==> src/rtl/pedestrian_request_if.sv <==
// Pedestrian button / controller handshake bundle.
// The controller side is the master; the conditioner is the slave.
interface pedestrian_request_if;
  logic       btn_raw;
  logic       ack;
  logic       bt;
  logic       tick;
  logic [7:0] press_cnt;

  modport master (output btn_raw, ack, input bt, tick, press_cnt);
  modport slave  (input btn_raw, ack, output bt, tick, press_cnt);
endinterface

==> src/rtl/pedestrian_request.sv <==
// Pedestrian push-button conditioner: sync + debounce, latched request with
// ack/hold-off handshake, free-running tick strobe, saturating press counter.
module pedestrian_request #(
  parameter int DEBOUNCE_CYCLES = 4,
  parameter int TICK_DIV        = 10,
  parameter int HOLDOFF_TICKS   = 2
) (
  input  logic                clk,
  input  logic                rst,
  pedestrian_request_if.slave pif
);
  localparam int DBW = $clog2(DEBOUNCE_CYCLES);
  localparam int TKW = $clog2(TICK_DIV);
  localparam int HOW = $clog2(HOLDOFF_TICKS + 1);
  localparam logic [DBW-1:0] DB_LAST = DBW'(DEBOUNCE_CYCLES - 1);
  localparam logic [TKW-1:0] TK_LAST = TKW'(TICK_DIV - 1);
  localparam logic [HOW-1:0] HO_LAST = HOW'(HOLDOFF_TICKS - 1);

  typedef enum logic [1:0] {IDLE, PENDING, HOLDOFF} state_t;

  logic           s1, s2, stable, press;
  logic [DBW-1:0] db_cnt;
  logic [TKW-1:0] tick_cnt;
  logic           tick_q;
  state_t         state_q, state_d;
  logic           bt_q, bt_d;
  logic [7:0]     cnt_q, cnt_d;
  logic [HOW-1:0] ho_cnt, ho_d;

  always_ff @(posedge clk or posedge rst) begin
    if (rst) begin
      s1     <= 1'b0;
      s2     <= 1'b0;
      stable <= 1'b0;
      db_cnt <= '0;
    end else begin
      s1 <= pif.btn_raw;
      s2 <= s1;
      if (s2 == stable) begin
        db_cnt <= '0;
      end else if (db_cnt == DB_LAST) begin
        stable <= s2;
        db_cnt <= '0;
      end else begin
        db_cnt <= db_cnt + 1'b1;
      end
    end
  end

  // Only the rising update of the debounced level is a request event.
  assign press = s2 & ~stable & (db_cnt == DB_LAST);

  always_ff @(posedge clk or posedge rst) begin
    if (rst) begin
      tick_cnt <= '0;
      tick_q   <= 1'b0;
    end else begin
      tick_q   <= (tick_cnt == TK_LAST);
      tick_cnt <= (tick_cnt == TK_LAST) ? '0 : tick_cnt + 1'b1;
    end
  end

  always_ff @(posedge clk or posedge rst) begin
    if (rst) begin
      state_q <= IDLE;
      bt_q    <= 1'b0;
      cnt_q   <= '0;
      ho_cnt  <= '0;
    end else begin
      state_q <= state_d;
      bt_q    <= bt_d;
      cnt_q   <= cnt_d;
      ho_cnt  <= ho_d;
    end
  end

  always_comb begin
    state_d = state_q;
    bt_d    = bt_q;
    cnt_d   = cnt_q;
    ho_d    = ho_cnt;
    case (state_q)
      IDLE: if (press) begin
        state_d = PENDING;
        bt_d    = 1'b1;
        cnt_d   = (cnt_q == 8'hFF) ? cnt_q : cnt_q + 8'd1;
      end
      PENDING: if (pif.ack) begin
        state_d = HOLDOFF;
        bt_d    = 1'b0;
        ho_d    = '0;
      end
      HOLDOFF: if (tick_q) begin
        ho_d = ho_cnt + 1'b1;
        if (ho_cnt == HO_LAST) state_d = IDLE;
      end
      default: state_d = IDLE;
    endcase
  end

  assign pif.bt        = bt_q;
  assign pif.tick      = tick_q;
  assign pif.press_cnt = cnt_q;
endmodule
==> src/flat_wrapper.sv <==
// flat-port wrapper written by rule: the top's interface ports become plain ports
module pedestrian_request_flat 
#(
  parameter int DEBOUNCE_CYCLES = 4,
  parameter int TICK_DIV        = 10,
  parameter int HOLDOFF_TICKS   = 2
)
  (clk, rst, pif_btn_raw, pif_ack, pif_bt, pif_tick, pif_press_cnt);
  pedestrian_request_if pif_i ();
  input  logic clk;
  input  logic rst;
  input wire logic [$bits(pif_i.btn_raw)-1:0] pif_btn_raw;
  input wire logic [$bits(pif_i.ack)-1:0] pif_ack;
  output wire logic [$bits(pif_i.bt)-1:0] pif_bt;
  output wire logic [$bits(pif_i.tick)-1:0] pif_tick;
  output wire logic [$bits(pif_i.press_cnt)-1:0] pif_press_cnt;
  assign pif_i.btn_raw = pif_btn_raw;
  assign pif_i.ack = pif_ack;
  assign pif_bt = pif_i.bt;
  assign pif_tick = pif_i.tick;
  assign pif_press_cnt = pif_i.press_cnt;
  pedestrian_request #(.DEBOUNCE_CYCLES(DEBOUNCE_CYCLES), .TICK_DIV(TICK_DIV), .HOLDOFF_TICKS(HOLDOFF_TICKS)) u_core (.clk(clk), .rst(rst), .pif(pif_i));
endmodule
==> config.mk <==
export PLATFORM = sky130hd
export DESIGN_NAME = pedestrian_request_flat
export DESIGN_NICKNAME = d
export VERILOG_FILES = /design/src/rtl/pedestrian_request_if.sv /design/src/rtl/pedestrian_request.sv /design/src/flat_wrapper.sv
export SDC_FILE = /design/constraint.sdc
export NUM_CORES = 1
export LEC_CHECK = 0
export ABC_AREA = 1
export BUFFER_PORTS_ARGS = -buffer_cell sky130_fd_sc_hd__buf_2
export CORE_MARGIN = 5
export CORE_UTILIZATION = 49
export DETAILED_ROUTE_END_ITERATION = 16
export GPL_TIMING_DRIVEN = 0
export HOLD_SLACK_MARGIN = 0.1
export PLACE_DENSITY = 0.7
export SLEW_MARGIN = 10
export SYNTH_ARGS = -nofsm -noshare
export SYNTH_HDL_FRONTEND = slang
export SYNTH_SLANG_ARGS = --single-unit
==> constraint.sdc <==
create_clock -name clk -period 1.3 [get_ports clk]
set_input_delay 0.065 -clock clk [delete_from_list [all_inputs] [get_ports clk]]
set_output_delay 0.065 -clock clk [all_outputs]
set_load 0.01 [all_outputs]
==> results.json, run 1 <==
{
  "status": "finished, final reports clean",
  "final_cells": 177,
  "fmaxAchievable_mhz": 828.0,
  "core-area_mm2": 0.002022,
  "vdd_drop_max_mv": 0.9842,
  "antenna_found_initial": 0,
  "crit_arrival_ns": 1.43,
  "r2r_slack_ns": 0.09,
  "crit_start": "u_core.pif.press_cnt[1]",
  "critical_path_peak_fanout": 7,
  "worstSetupEndpoint": "u_core.pif.press_cnt[7]",
  "dp_hpwl_um": 1312,
  "root_buffer": "clkbuf_4",
  "finalHoldViolCount": 0,
  "worst_pin_slew_ns": 0.8599,
  "cts_buffer_depth": 2,
  "fin_util_pct": 63.80,
  "p_total_mw": 1.778,
  "crit_path_end_kind": "flip-flop",
  "fin_crit_ns": 1.208,
  "whs_path_depth": 0,
  "h-tree-depth": 1,
  "grt_overflow": 0,
  "worst_clock_skew_ns": 0.001638,
  "drv_cap": 0,
  "netlist_area_mm2": 0.001062,
  "dr.pass1.iters": 4,
  "powerDensity_mw_per_mm2": 1378,
  "timing.rr.start": "u_core.pif.press_cnt[1]",
  "seq_area_frac_synth_pct": 54.18,
  "use_met1_pct": 16.81,
  "path_clk_slew_ns": 0.13,
  "diodes": 0,
  "cts_tree": "built",
  "start_util_pct": 52.54,
  "slew_violations": 0,
  "syn2layout_area_growth_pct": 21.44,
  "nets": 159,
  "critical_path_class": "reg -> reg",
  "die_h_um": 56.56,
  "fin_ws_ns": 0.09230,
  "setup_viol": 0,
  "grt.busiest_layer": "met2",
  "power_leakage_nw": 0.6702,
  "synth_cells": 125,
  "ant_nets": 0,
  "drc": 0,
  "worst-r2r-cell-count": 8,
  "ios": 14,
  "relSlewSlack_pct": 42.61,
  "wl_um": 1958,
  "dp_cells": 165,
  "ys_ff_latch": 23,
  "critPathLaunchType": "flip-flop",
  "row_count": 16,
  "die-area_mm2": 0.003199,
  "vias": 851,
  "yosysWarnings": 0,
  "grt_pass1_vias": 849,
  "syn_avg_cell_area_um2": 8.498,
  "r2r_end": "u_core.pif.press_cnt[7]",
  "drive_above_1_share_pct": 23.33,
  "die_width_um": 56.56,
  "min_path_type": "reg -> reg",
  "wl_per_cell_um": 11.06,
  "viasPerCell": 4.808,
  "grt_pass1_wl_um": 3470,
  "cts_num_sinks": 23,
  "use_met3_pct": 2.523,
  "fillers": 179,
  "yosysUniqueCellTypes": 19,
  "critPathRequiredTime_ns": 1.52,
  "clk_latency_ns": 0.31,
  "post-place-ws_ns": -0.03388,
  "gp_congestion": 0.7071,
  "drtIter0Drc": 17,
  "numPortBuffers": 13,
  "numCtsBuffers": 3,
  "finalCritPeriodShare_pct": 92.90,
  "grt_use_met2_pct": 22.44,
  "synth_nets": 133,
  "grt_max_degree": 24,
  "grtUsageTotal_pct": 13.50
}
cells in the mapped netlist (all sizes together):
cell type	instances	area (um^2)
o21ai	4	20.01
nand2	49	196.4
nor2	13	61.31
ha	4	50.05
xor2	2	17.52
xnor2	2	17.52
nor3	2	10.01
nand3	7	35.03
dfrtp	23	575.6
inv	14	55.05
clkinv	1	3.750
a21oi	4	20.02
cells by family (layout without fill, tap and decap cells):
group	count (synthesis)	after routing	share of synthesized area [%]
adder cells (fa/ha/maj)	4	4	4.712
flip-flops	23	23	54.18
AO/OA/AOI/OAI	8	8	3.768
XOR/XNOR	4	4	3.299
AND/OR/NAND/NOR	71	72	28.50
buffers and inverters	15	39	5.535
worst min-delay path by stage:
stage                            from                to  slack, ns
after global routing      pif_btn_raw         u_core.s1       0.37
after floorplan                   rst  u_core.db_cnt[0]       0.07
after detailed placement  pif_btn_raw         u_core.s1       0.18
after CTS                 pif_btn_raw         u_core.s1       0.37
after global placement    pif_btn_raw         u_core.s1       0.17
final                       u_core.s1         u_core.s2       0.38
cell usage in the layout, fill, tap and decap left out, types with 2 or more instances in the layout:
cell type      synthesis  routed
clkbuf_4               0       3
nor3_1                 2       2
nor2_2                 2       2
buf_4                  0       4
nor2_1                10      10
dfrtp_1               23      23
xor2_1                 2       2
o21ai_0                3       3
nand2_1               46      46
dlygate4sd3_1          0       3
a21oi_1                4       4
inv_1                 12      12
xnor2_1                2       2
ha_2                   0       2
nand2_2                2       3
buf_2                  0      13
nand3_1                7       6
layout make-up:
class / instances / area (um^2) / share of cell area [%]
Clock buffer: 3 / 22.52 / 1.746
Timing Repair Buffer: 20 / 125.1 / 9.699
Multi-Input combinational cell: 88 / 464.2 / 35.98
Inverter: 15 / 63.81 / 4.947
Sequential cell: 23 / 575.6 / 44.62
Tap cell: 27 / 33.78 / 2.619
Clock inverter: 1 / 5.005 / 0.3880
state kept, by name, summed over array words and instances (netlist names):
name,count
u_core.pif.tick,1
u_core.db_cnt,2
u_core.pif.bt,1
u_core.stable,1
u_core.ho_cnt,2
u_core.pif.press_cnt,8
u_core.s1,1
u_core.state_q,2
u_core.s2,1
u_core.tick_cnt,4
power breakdown:
group	internal (mW)	total (mW)	switching (mW)
combinational	0.236	0.513	0.277
clock	0.115	0.330	0.215
sequential	0.847	0.935	0.0873
layer usage:
layer  vias up  wire length (um)  share of wire [%]
met5         -                 0                  0
met4         0                13               0.66
met3         2                68                3.5
met2        13               957                 49
met1       400               919                 47
li1        436                 -                  -
worst max-delay path, cell delays in order (launching register included):
cell     delay, ns
dfrtp_1       0.42
ha_4          0.17
inv_2         0.04
nor2_4        0.11
nand2_2       0.09
nand2_4       0.13
inv_6         0.05
nand2_1       0.06
nand2_1       0.04
through the flow:
stage / hold slack (ns) / area, um^2 / TNS (ns)
final: 0.3776 / 1290 / 0
after global routing: 0.3678 / 1290 / -0.003447
after CTS: 0.3669 / 1244 / 0
after detailed placement: 0.1752 / 1164 / -0.2237
after global placement: 0.1734 / 1164 / -0.03157
after floorplan: 0.06692 / 1065 / 0
what timing repair did:
item                                   CTS  global route
buffers inserted                         2             2
setup endpoints to repair                7             8
hold buffers                             3             0
endpoints found under the hold margin   26             0
gates resized for setup                  1             7
cloned                                   1             0
pin swaps                                1             3
(Power assumes the default switching activity.)
==> run 2, diff against run 1 <==
--- a/config.mk
+++ b/config.mk
@@ -12,7 +12,7 @@
 export DETAILED_ROUTE_END_ITERATION = 16
 export GPL_TIMING_DRIVEN = 0
 export HOLD_SLACK_MARGIN = 0.1
-export PLACE_DENSITY = 0.7
+export PLACE_DENSITY = 0.76
 export SLEW_MARGIN = 10
 export SYNTH_ARGS = -nofsm -noshare
 export SYNTH_HDL_FRONTEND = slang
==> results.json, run 2 (synthesis results as in run 1) <==
{
  "status": "finished, final reports clean",
  "multiInputGateArea_um2": 451.7,
  "grt_pass1_wl_um": 3484,
  "clk_latency_ns": 0.31,
  "combPwrFrac_pct": 28.5,
  "min-delay-start": "u_core.s1",
  "crit_path_end_kind": "flip-flop",
  "syn2layout_area_growth_pct": 20.61,
  "grtUsageTotal_pct": 13.60,
  "diodes": 0,
  "critical_path_class": "reg -> reg",
  "switching_power_mw": 0.5574,
  "finalCritPeriodShare_pct": 94.10,
  "dp_hpwl_um": 1436,
  "drtIter0Drc": 16,
  "critPathRequiredTime_ns": 1.52,
  "antenna_found_initial": 0,
  "ios": 14,
  "path_clk_slew_ns": 0.12,
  "grt_pass1_vias": 853,
  "vias": 850,
  "h-tree-depth": 1,
  "numPortBuffers": 13,
  "vdd_drop_max_mv": 0.7849,
  "slew_violations": 0,
  "drive_above_1_share_pct": 22.52,
  "p_total_mw": 1.756,
  "switching_share_pct": 31.74,
  "final_cells": 178,
  "critPathLaunchType": "flip-flop",
  "internal_power_mw": 1.199,
  "clkPwrFrac_pct": 18.4,
  "cts_num_sinks": 23,
  "fin_setup_tns_ns": 0,
  "power_leakage_nw": 0.6744,
  "worst_pin_slew_ns": 0.8273,
  "fillers": 178,
  "ant_nets": 0,
  "die_h_um": 56.56,
  "largest_reg_flops": 8,
  "gp_congestion": 0.7821,
  "powerDensity_mw_per_mm2": 1371,
  "row_count": 16,
  "fmaxAchievable_mhz": 817.5,
  "timing.rr.start": "u_core.pif.press_cnt[1]",
  "wl_per_cell_um": 11.04,
  "grt_overflow": 0,
  "start_util_pct": 52.54,
  "cts_buffer_depth": 2,
  "final_cell_mix": "nand2_1 (46), dfrtp_1 (22), buf_2 (13)",
  "relSlewSlack_pct": 44.79,
  "dp_cells": 165,
  "nets": 160,
  "dr.pass1.iters": 4,
  "drv_cap": 0,
  "hold_slack_ns": 0.3644,
  "drc": 0,
  "fin_crit_ns": 1.223,
  "crit_start": "u_core.pif.press_cnt[1]",
  "crit_arrival_ns": 1.44,
  "root_buffer": "clkbuf_4",
  "layout_commonest_cell": "nand2_1",
  "worst_clock_skew_ns": 0.01070,
  "die_width_um": 56.56,
  "fin_util_pct": 63.37,
  "viasPerCell": 4.775,
  "wl_um": 1965,
  "seqCellArea_um2": 576.8,
  "min_path_type": "reg -> reg",
  "numCtsBuffers": 3,
  "setup_viol": 0,
  "cts_tree": "built",
  "core-area_mm2": 0.002022,
  "critical_path_peak_fanout": 5,
  "die-area_mm2": 0.003199,
  "grt_max_degree": 24,
  "seq_power_share_pct": 53.2,
  "finalHoldViolCount": 0
}
[run 2: cell count changes in the layout (fill, tap and decap cells not counted), sizes merged]
cell and delta:
inv -1, buf +1, clkbuf +1
[run 2: worst max-delay path, cell delays in order (launching register included)]
cell and delay, ns:
dfrtp_1 0.43, ha_4 0.18, inv_2 0.06, nor2_4 0.04, nand2_2 0.10, nand2_4 0.08
buf_4 0.14, nand2_1 0.05, nand2_1 0.05
[run 2: path summary, 6_finish.rpt]
check                                     endpoint  slack (ns)  depth (start not counted)
setup / recovery           u_core.pif.press_cnt[0]        0.08                          8
hold / removal                           u_core.s2        0.36                          0
setup reg to reg           u_core.pif.press_cnt[0]        0.08                          8
hold reg to reg                          u_core.s2        0.36                          0
max in group asynchronous  u_core.pif.press_cnt[5]        0.29                          3
min in group asynchronous  u_core.pif.press_cnt[4]        0.45                          3
[run 2: layout make-up]
cell class | instances | area share (%)
inverters | 15 | 4.687
flip-flops and latches | 23 | 45.02
clock buffers | 4 | 2.051
multi-input cells | 88 | 35.25
repair buffers | 21 | 10.35
well taps | 27 | 2.637
[run 2: timing repair]
item,in CTS,in global routing
buffers inserted,1,4
hold endpoints to repair,26,0
setup endpoints to repair,7,7
gates resized for setup,2,2
hold buffers,3,0
pin swaps,1,2
cloned,1,0
[run 2: metrics by stage]
stage,instance area [um^2],setup WS [ns]
floorplan,1065,0.01502
global placement,1164,-0.02179
detailed placement,1164,-0.06666
CTS,1245,0.02051
global route,1281,-0.002739
finish,1281,0.07671
[run 2: power groups by stage]
stage | sequential [mW] | clock (mW) | combinational (mW)
CTS | 0.940 | 0.331 | 0.461
detailed placement | 0.958 | 0 | 0.403
finish | 0.933 | 0.322 | 0.500
global placement | 0.947 | 0 | 0.374
global route | 0.948 | 0.353 | 0.582
floorplan | 0.961 | 0 | 0.264
[run 2: metal layers]
| metal | share of wire, % | track usage, % | up-vias |
|---|---|---|---|
| met3 | 3.7 | 2.523 | 2 |
| met2 | 48 | 21.78 | 11 |
| met4 | 1.2 | 6.780 | 0 |
| met5 | 0 | 0 | - |
| li1 | - | - | 439 |
| met1 | 47 | 17.44 | 398 |
